**src/rtl/pc_seq_pkg.sv**
```systemverilog
// Shared next-PC select codes, reset PC and FSM state encoding for the fetch sequencer.
package pc_seq_pkg;

    localparam logic [2:0] NPC_PC4 = 3'd0;
    localparam logic [2:0] NPC_Br  = 3'd1;
    localparam logic [2:0] NPC_JAL = 3'd2;
    localparam logic [2:0] NPC_JR  = 3'd3;

    localparam logic [31:0] RESET_PC = 32'h0000_3000;

    typedef enum logic [1:0] {
        StBoot  = 2'd0,
        StFetch = 2'd1,
        StHold  = 2'd2
    } state_e;

    function automatic logic [31:0] word_align(input logic [31:0] addr);
        return addr & 32'hFFFF_FFFC;
    endfunction

endpackage

```
**src/rtl/pc_seq_npc_calc.sv**
```systemverilog
// Combinational redirect decode: flags a taken control transfer and computes its target.
module npc_calc
    import pc_seq_pkg::*;
(
    input  logic [2:0]  npc_op_i,
    input  logic        branch_i,
    input  logic [31:0] pc_d_i,
    input  logic [25:0] imm26_i,
    input  logic [31:0] ra_i,
    output logic        redir_o,
    output logic [31:0] tgt_o
);

    always_comb begin
        redir_o = 1'b0;
        tgt_o   = '0;
        case (npc_op_i)
            NPC_Br: begin
                redir_o = branch_i;
                tgt_o   = pc_d_i + 32'd4 + {{14{imm26_i[15]}}, imm26_i[15:0], 2'b00};
            end
            NPC_JAL: begin
                redir_o = 1'b1;
                tgt_o   = {pc_d_i[31:28], imm26_i, 2'b00};
            end
            NPC_JR: begin
                redir_o = 1'b1;
                tgt_o   = ra_i;
            end
            // Undefined codes fall through as sequential flow.
            default: ;
        endcase
    end

endmodule

```
**src/rtl/pc_seq.sv**
```systemverilog
// Fetch-stage PC sequencer: BOOT/FETCH/HOLD FSM with a delay-slot pending redirect register.
// Define PC_SEQ_ALIGN_CHK_EN to add adel_f and skip fetching misaligned PCs.
module pc_seq
    import pc_seq_pkg::*;
(
    input  logic        clk,
    input  logic        reset,
    input  logic        stall,
    input  logic [2:0]  npc_op,
    input  logic        branch,
    input  logic [31:0] pc_d,
    input  logic [25:0] imm26,
    input  logic [31:0] ra,
    input  logic        im_ack,
    input  logic [31:0] im_rdata,
    output logic        im_req,
    output logic [31:0] im_addr,
    output logic [31:0] pc_f,
    output logic [31:0] instr_f,
`ifdef PC_SEQ_ALIGN_CHK_EN
    output logic        valid_f,
    output logic        adel_f
`else
    output logic        valid_f
`endif
);

    state_e      state_q;
    logic [31:0] pc_f_q;
    logic [31:0] instr_f_q;
    logic        valid_f_q;
    logic        im_req_q;
    logic [31:0] im_addr_q;
    logic        pend_vld_q;
    logic [31:0] pend_tgt_q;
    logic        first_q;
`ifdef PC_SEQ_ALIGN_CHK_EN
    logic        adel_f_q;
`endif

    logic        redir;
    logic [31:0] tgt;
    logic [31:0] pc_next_d;

    npc_calc u_npc_calc (
        .npc_op_i (npc_op),
        .branch_i (branch),
        .pc_d_i   (pc_d),
        .imm26_i  (imm26),
        .ra_i     (ra),
        .redir_o  (redir),
        .tgt_o    (tgt)
    );

    // A live redirect beats an older pending one; both beat sequential flow.
    always_comb begin
        pc_next_d = pc_f_q + 32'd4;
        if (redir) begin
            pc_next_d = tgt;
        end else if (pend_vld_q) begin
            pc_next_d = pend_tgt_q;
        end
    end

    always_ff @(posedge clk) begin
        if (reset) begin
            state_q    <= StBoot;
            pc_f_q     <= RESET_PC;
            instr_f_q  <= '0;
            valid_f_q  <= 1'b0;
            im_req_q   <= 1'b0;
            im_addr_q  <= RESET_PC;
            pend_vld_q <= 1'b0;
            pend_tgt_q <= '0;
            first_q    <= 1'b0;
`ifdef PC_SEQ_ALIGN_CHK_EN
            adel_f_q   <= 1'b0;
`endif
        end else begin
            // Redirects seen while F is not advancing apply after the delay slot.
            if (state_q != StHold && !stall && redir) begin
                pend_vld_q <= 1'b1;
                pend_tgt_q <= tgt;
            end
            case (state_q)
                StBoot: begin
                    state_q   <= StFetch;
                    im_req_q  <= 1'b1;
                    im_addr_q <= word_align(pc_f_q);
                    first_q   <= 1'b1;
                end
                StFetch: begin
                    if (first_q) begin
                        first_q <= 1'b0;
                    end else if (im_ack) begin
                        instr_f_q <= im_rdata;
                        valid_f_q <= 1'b1;
                        im_req_q  <= 1'b0;
                        state_q   <= StHold;
                    end
                end
                StHold: begin
                    if (!stall) begin
                        pc_f_q     <= pc_next_d;
                        valid_f_q  <= 1'b0;
                        pend_vld_q <= 1'b0;
`ifdef PC_SEQ_ALIGN_CHK_EN
                        if (pc_next_d[1:0] != 2'b00) begin
                            adel_f_q  <= 1'b1;
                            instr_f_q <= '0;
                            valid_f_q <= 1'b1;
                        end else begin
                            adel_f_q  <= 1'b0;
                            state_q   <= StFetch;
                            im_req_q  <= 1'b1;
                            im_addr_q <= pc_next_d;
                            first_q   <= 1'b1;
                        end
`else
                        state_q   <= StFetch;
                        im_req_q  <= 1'b1;
                        im_addr_q <= word_align(pc_next_d);
                        first_q   <= 1'b1;
`endif
                    end
                end
                default: state_q <= StBoot;
            endcase
        end
    end

    assign im_req  = im_req_q;
    assign im_addr = im_addr_q;
    assign pc_f    = pc_f_q;
    assign instr_f = instr_f_q;
    assign valid_f = valid_f_q;
`ifdef PC_SEQ_ALIGN_CHK_EN
    assign adel_f  = adel_f_q;
`endif

endmodule
```
**config.mk**
```make
export PLATFORM = sky130hd
export DESIGN_NAME = pc_seq
export DESIGN_NICKNAME = d
export VERILOG_FILES = /design/src/rtl/pc_seq_pkg.sv /design/src/rtl/pc_seq_npc_calc.sv /design/src/rtl/pc_seq.sv
export SDC_FILE = /design/constraint.sdc
export NUM_CORES = 1
export LEC_CHECK = 0
export ABC_AREA = 0
export CORE_ASPECT_RATIO = 1.75
export CORE_MARGIN = 2
export CORE_UTILIZATION = 45
export DETAILED_ROUTE_END_ITERATION = 10
export PLACE_DENSITY = 0.74
export SETUP_SLACK_MARGIN = 0.05
export SLEW_MARGIN = 20
export SYNTH_ARGS = -nofsm -noshare
export SYNTH_HDL_FRONTEND = slang
export SYNTH_HIERARCHICAL = 1
export SYNTH_SLANG_ARGS = --single-unit
```
**constraint.sdc**
```tcl
create_clock -name clk -period 5.05 [get_ports clk]
set_input_delay 1.01 -clock clk [delete_from_list [all_inputs] [get_ports clk]]
set_output_delay 1.01 -clock clk [all_outputs]
set_load 0.005 [all_outputs]
```
==> results of run 1 <==
flip-flops by register name (all words and copies together), names as in the netlist:
name and count:
instr_f 32, pc_f 32, pend_tgt_q 32, im_addr 30, state_q 2, first_q 1
im_req 1, pend_vld_q 1, valid_f 1
worst min-delay path, cell delays in order (launching register included):
cell and delay, ns:
dfxtp_1 0.30, nand2_1 0.05, a21oi_1 0.05
where the power goes:
| part | switching [mW] | leakage, nW | internal (mW) |
|---|---|---|---|
| clock | 0.507 | 0.310 | 0.879 |
| combinational | 0.440 | 3.10 | 0.359 |
| sequential | 0.0355 | 1.07 | 1.08 |
| total | 0.983 | 4.48 | 2.32 |
layer usage:
layer / vias up / wire [µm]
met5: - / 0
met4: 0 / 2370
met3: 124 / 2140
met2: 515 / 17100
met1: 4836 / 12200
li1: 4950 / -
cells in the final DEF, fill, tap and decap left out, types with 5 or more instances in the layout:
master / instances
nor4_1: 7
a21o_1: 14
nand2b_1: 8
o21ai_0: 83
o21a_1: 7
nor3_1: 33
ha_1: 58
buf_4: 32
clkbuf_16: 17
and3_1: 6
xnor2_1: 16
inv_1: 29
xor2_1: 12
dfxtp_1: 131
nand2_1: 243
a221oi_1: 5
o21ai_1: 6
bufinv_16: 5
o31a_1: 6
a211oi_1: 22
nor2b_1: 5
nor2_1: 84
nand3_1: 30
clkdlybuf4s50_1: 224
o31ai_1: 6
o22ai_1: 15
a31oi_1: 15
or3_1: 11
nand4_1: 17
or2_2: 6
o221ai_1: 7
a22o_1: 5
a311oi_1: 7
mux2i_1: 26
and4_1: 7
a22oi_1: 9
a21oi_1: 135
path summary, 6_finish.rpt:
kind	endpoint	slack (ns)	cells past startpoint
max reg2reg	pc_f[28]	2.18	6
min	pend_tgt_q[0]	0.45	2
min reg2reg	pend_tgt_q[0]	0.45	2
max	im_addr[31]	0.45	20
metrics by stage:
step           setup slack (ns)  cell area (µm²)  instances  hold WS, ns
2_1_floorplan              1.04             9320       1272        0.432
3_3_place_gp              0.215            11700       1676        0.436
3_5_place_dp             0.0933            11700       1676        0.442
4_1_cts                   0.507            12400       1708        0.450
5_1_grt                   0.186            12400       1708        0.462
6_report                  0.452            12400       1708        0.450
cell type report:
type	instances	area (µm²)
Multi-Input combinational cell	1010	6180
Timing Repair Buffer	256	2480
Clock inverter	15	226
Inverter	30	113
Sequential cell	132	2640
Fill cell	1867	7910
Clock buffer	17	425
Tap cell	248	310
logic make-up (layout without fill, tap and decap cells):
group	count (synthesis)	in the layout
AO/OA/AOI/OAI	395	395
buffers and inverters	130	318
XOR/XNOR	28	28
adder cells (fa/ha/maj)	59	59
multiplexers	29	29
other	1	2
AND/OR/NAND/NOR	497	497
flip-flops	132	132
==> results.sh, run 1 <==
export IMPL_status="completed"
export IMPL_grt_pass1_vias=10000
export IMPL_synthToLayoutAreaGrowth_pct=32.9
export IMPL_cts_root_buf="clkbuf_16"
export IMPL_synth_fa_ha_area_frac=0.0801
export IMPL_fin_util=0.610
export IMPL_syn_area_mm2=0.00931
export IMPL_h_tree_depth=4
export IMPL_drive_gt1_frac=0.0774
export IMPL_clock_skew_ns=0.0129
export IMPL_synth_top_area_cell="dfxtp_1"
export IMPL_die_width_um=113
export IMPL_power_density_mw_per_mm2=266
export IMPL_grt_antenna_before_repair=0
export IMPL_synth_top_family_by_area="compound AO/OA/AOI/OAI gates"
export IMPL_crit_start="imm26[0]"
export IMPL_cp_max_fo=3
export IMPL_first_iter_violations=789
export IMPL_drv_slew=0
export IMPL_grt_busiest_layer="met2"
export IMPL_worstHoldStart="pend_tgt_q[0]"
export IMPL_ys_seq_elements=132
export IMPL_fin_crit_sh=0.910
export IMPL_synth_distinct_cells=88
export IMPL_cp_end_kind="flop"
export IMPL_path_class="in -> reg"
export IMPL_post_cts_repair_setup_buffers=0
export IMPL_synth_ff_type="dfxtp_1"
export IMPL_syn_mean_instance_area_um2=7.33
export IMPL_fin_nets=1636
export IMPL_cts_sinks=132
export IMPL_grtUsageMet1=0.349
export IMPL_path_buf_inv=5
export IMPL_muxShareOfSynthArea=0.0316
export IMPL_met3_usage=0.0443
export IMPL_gp_congestion=0.960
export IMPL_ys_seq_area_frac=0.284
export IMPL_tns_ns=0
export IMPL_rsz0062_at_grt="no"
export IMPL_io_pins=228
export IMPL_die_area_mm2=0.0219
export IMPL_synthXorXnorAreaFrac=0.0263
export IMPL_synth_edf_count=0
export IMPL_path_delay_family="compound AO/OA/AOI/OAI gates"
export IMPL_worstMarginPinSlew_ns=0.986
export IMPL_ir_drop_v=0.000262
export IMPL_drtPass1Iterations=6
export IMPL_wirelength_um=33800
export IMPL_p_total_mw=3.30
export IMPL_crit_slowest_cell="clkdlybuf4s50_1"
export IMPL_die_y_um=194
export IMPL_portBuffers=225
export IMPL_cts_clk_slew_worst_paths_ns=0.06
export IMPL_setup_viol=0
export IMPL_syn_inst=1271
export IMPL_maxCapViolCount=0
export IMPL_synth_compound_area_share=0.272
export IMPL_vias=10400
export IMPL_crit_chain="clkdlybuf4s50_1, inv_1, ha_1, inv_1, ha_1, inv_1, fa_1, nor2b_1, o31ai_1, a211oi_1, nor2_1, o21ai_1, buf_4, a31oi_1, o21a_1, a31oi_1, nor2_1, o32ai_1, a32oi_1, nand3_1"
export IMPL_row_count=69
export IMPL_critPathMostFrequentCell="inv_1"
export IMPL_fp_coreArea_mm2=0.0203
export IMPL_ant_nets=0
export IMPL_n_antenna_cell=0
export IMPL_max_freq_mhz=217
export IMPL_leakagePower_nw=4.48
export IMPL_clock_tree_buffer_depth=2
export IMPL_critPathRequiredTime_ns=5.42
export IMPL_tritoncts="yes"
export IMPL_max_slew_margin=0.340
export IMPL_fin_crit_ns=4.60
export IMPL_vias_per_cell=6.10
export IMPL_synth_top_area_frac=0.284
export IMPL_grtUsageTotal=0.306
export IMPL_ys_warnings_count=6
export IMPL_r2r_start="pc_f[3]"
export IMPL_grt_ovfl_total=0
export IMPL_hp_class="reg -> reg"
export IMPL_synthTopCellsByArea="dfxtp_1, nand2_1, ha_1, a21oi_1, o21ai_0"
export IMPL_yosys_area_share_simple=0.250
export IMPL_route_detailed_drc=0
export IMPL_synthArstFlopShare=0
export IMPL_grt_max_degree=66
export IMPL_initial_utilization=0.459
export IMPL_yosysMostFrequentCell="nand2_1"
export IMPL_grt_first_pass_wirelength_um=53600
export IMPL_clkLatencyLatePin_ns=0.43
export IMPL_numCtsBuffers=17
export IMPL_post_drt_wl_per_cell_um=19.8
export IMPL_hold_violations=0
export IMPL_arrival_ns=4.97
export IMPL_cpPeakStageDelay_ns=0.48
export IMPL_synth_common_cells="nand2_1, a21oi_1, dfxtp_1"
export IMPL_dp_hpwl_um=25000
export IMPL_globalRouteMet2Util=0.524
export IMPL_post_cts_resized=0
export IMPL_worstSetupStartpointType="input pin"
export IMPL_ctsHoldBuffers=0
(Power assumes the default switching activity.)
==> inputs of run 2 (changes only) <==
CELL_PAD_IN_SITES_DETAIL_PLACEMENT = 0   (was default)
CELL_PAD_IN_SITES_GLOBAL_PLACEMENT = 1   (was default)
CORE_UTILIZATION = 36   (was 45)
PLACE_DENSITY = default   (was 0.74)
PLACE_DENSITY_LB_ADDON = 0.1   (was default)
REMOVE_ABC_BUFFERS = 1   (was default)
==> results.sh, run 2 (synthesized netlist as in run 1, its figures left out) <==
export IMPL_status="completed"
export IMPL_power_density_mw_per_mm2=248
export IMPL_worstSetupStartpointType="input pin"
export IMPL_ctsHoldBuffers=0
export IMPL_worstMarginPinSlew_ns=1.05
export IMPL_cp_end_kind="flop"
export IMPL_die_y_um=217
export IMPL_route_detailed_drc=0
export IMPL_cpPeakStageDelay_ns=0.49
export IMPL_io_pins=228
export IMPL_grt_busiest_layer="met2"
export IMPL_vias=10000
export IMPL_crit_start="imm26[1]"
export IMPL_fp_coreArea_mm2=0.0253
export IMPL_cts_root_buf="clkbuf_16"
export IMPL_portBuffers=225
export IMPL_post_drt_wl_per_cell_um=18.6
export IMPL_p_int_mw=2.17
export IMPL_post_cts_repair_setup_buffers=0
export IMPL_met3_usage=0.0322
export IMPL_hp_class="reg -> reg"
export IMPL_critPathRequiredTime_ns=5.42
export IMPL_row_count=77
export IMPL_first_iter_violations=563
export IMPL_grtUsageTotal=0.241
export IMPL_r2r_start="pc_f[2]"
export IMPL_path_buf_inv=3
export IMPL_final_common_cell="nand2_1"
export IMPL_numCtsBuffers=17
export IMPL_layoutNonFillerInstCount=1776
export IMPL_crit_chain="clkdlybuf4s50_1, ha_1, ha_1, inv_1, fa_1, nor2b_1, o31ai_1, a211oi_1, nor2_1, o21ai_1, buf_4, a311oi_1, o311ai_1, a31oi_1, nor2_1, o32ai_1, a32oi_1, nand3_1"
export IMPL_hold_violations=0
export IMPL_ant_nets=0
export IMPL_tritoncts="yes"
export IMPL_cts_sinks=132
export IMPL_leakagePower_nw=4.47
export IMPL_hold_path_depth=2
export IMPL_crit_slowest_cell="clkdlybuf4s50_1"
export IMPL_drive_gt1_frac=0.0760
export IMPL_dp_hpwl_um=24900
export IMPL_p_clk_frac=0.380
export IMPL_fillers=2551
export IMPL_max_slew_margin=0.296
export IMPL_grt_antenna_before_repair=0
export IMPL_setup_viol=0
export IMPL_fin_crit_sh=0.920
export IMPL_dp_cells=1747
export IMPL_grt_first_pass_wirelength_um=52900
export IMPL_rsz0062_at_grt="no"
export IMPL_ir_drop_v=0.000166
export IMPL_rr_worst_depth=6
export IMPL_sw_frac_of_total=0.294
export IMPL_fin_crit_ns=4.65
export IMPL_path_delay_family="compound AO/OA/AOI/OAI gates"
export IMPL_final_area_mm2=0.0124
export IMPL_p_comb_frac=0.258
export IMPL_maxCapViolCount=0
export IMPL_worstHoldStart="pend_tgt_q[23]"
export IMPL_gp_congestion=0.876
export IMPL_vias_per_cell=5.65
export IMPL_r2r_setup_slack_ns=2.01
export IMPL_post_cts_resized=0
export IMPL_clkLatencyLatePin_ns=0.43
export IMPL_cts_clk_slew_worst_paths_ns=0.06
export IMPL_synthToLayoutAreaGrowth_pct=33.0
export IMPL_cp_max_fo=3
export IMPL_power_switching_mw=0.902
export IMPL_clock_skew_ns=0.00743
export IMPL_initial_utilization=0.368
export IMPL_grtUsageMet1=0.278
export IMPL_hold_path_end="pend_tgt_q[23]"
export IMPL_r2r_end="pc_f[28]"
export IMPL_globalRouteMet2Util=0.445
export IMPL_die_area_mm2=0.0272
export IMPL_fin_nets=1639
export IMPL_die_width_um=126
export IMPL_wirelength_um=33000
export IMPL_drv_slew=0
export IMPL_grt_pass1_vias=9775
export IMPL_clock_tree_buffer_depth=2
export IMPL_grt_ovfl_total=0
export IMPL_drtPass1Iterations=5
export IMPL_arrival_ns=5.02
export IMPL_n_antenna_cell=0
export IMPL_dpl_cell_area_mm2=0.0118
export IMPL_path_class="in -> reg"
export IMPL_grt_max_degree=55
export IMPL_mostFrequentLayoutCells="nand2_1, clkdlybuf4s50_1, a21oi_1"
export IMPL_max_freq_mhz=215
export IMPL_seqPwrFrac=0.362
export IMPL_h_tree_depth=4
run 2: changes by cell type in the layout (fill, tap and decap cells not counted), moves of 2 or more:
| cell | delta |
|---|---|
| buf_4 | +2 |
| bufinv_16 | -4 |
| clkbuf_1 | +2 |
| clkbuf_8 | +5 |
| clkinv_2 | +2 |
| clkinv_4 | -2 |
| clkinvlp_4 | -3 |
| inv_6 | -3 |
run 2: worst max-delay path by stage:
| stage | to | cells past startpoint | slack (ns) |
|---|---|---|---|
| after floorplan | pend_tgt_q[0] | 6 | -0.91 |
| after global placement | im_addr[31] | 18 | 0.02 |
| after detailed placement | im_addr[31] | 18 | -0.03 |
| after CTS | im_addr[31] | 18 | 0.41 |
| after global routing | im_addr[31] | 19 | 0.10 |
| final | im_addr[31] | 18 | 0.40 |
run 2: area by class of cell:
class | count | area (µm²) | area share
inverters | 30 | 113 | 0.00909
flip-flops and latches | 132 | 2640 | 0.213
clock inverters | 5 | 50.0 | 0.00404
repair buffers | 259 | 2510 | 0.203
multi-input cells | 1010 | 6170 | 0.498
well taps | 316 | 395 | 0.0319
clock buffers | 24 | 502 | 0.0405
run 2: stage by stage:
| stage | TNS [ns] | hold WS (ns) | worst slack (ns) | util | total power, mW |
|---|---|---|---|---|---|
| 2_1_floorplan | -29.25 | 0.425 | -0.906 | - | 1.55 |
| 3_3_place_gp | 0 | 0.436 | 0.0202 | 0.467 | 1.92 |
| 3_5_place_dp | -0.0301 | 0.443 | -0.0301 | 0.467 | 1.92 |
| 4_1_cts | 0 | 0.451 | 0.414 | 0.489 | 3.10 |
| 5_1_grt | 0 | 0.468 | 0.103 | 0.489 | 3.23 |
| 6_report | 0 | 0.449 | 0.402 | 0.489 | 3.07 |
run 2: worst reg2reg max path: cells and delay by family, from the launching register on:
kind            cells  cell delay (ns)
compound gates      1             0.16
fa+ha+maj           1             0.32
simple gates        4             1.99
flops               1             0.50
run 2: power by group through the flow:
stage	Sequential, mW	Combinational (mW)	Clock (mW)
after CTS	1.11	0.795	1.20
after global placement	1.13	0.788	0
after global routing	1.12	0.875	1.24
final	1.11	0.793	1.17
after detailed placement	1.13	0.790	0
after floorplan	1.13	0.424	0
run 2: per-layer routing:
metal	up-vias	wire length (µm)
met3	64	1790
met4	0	991
met2	349	17200
met5	-	0
met1	4681	13100
li1	4946	-
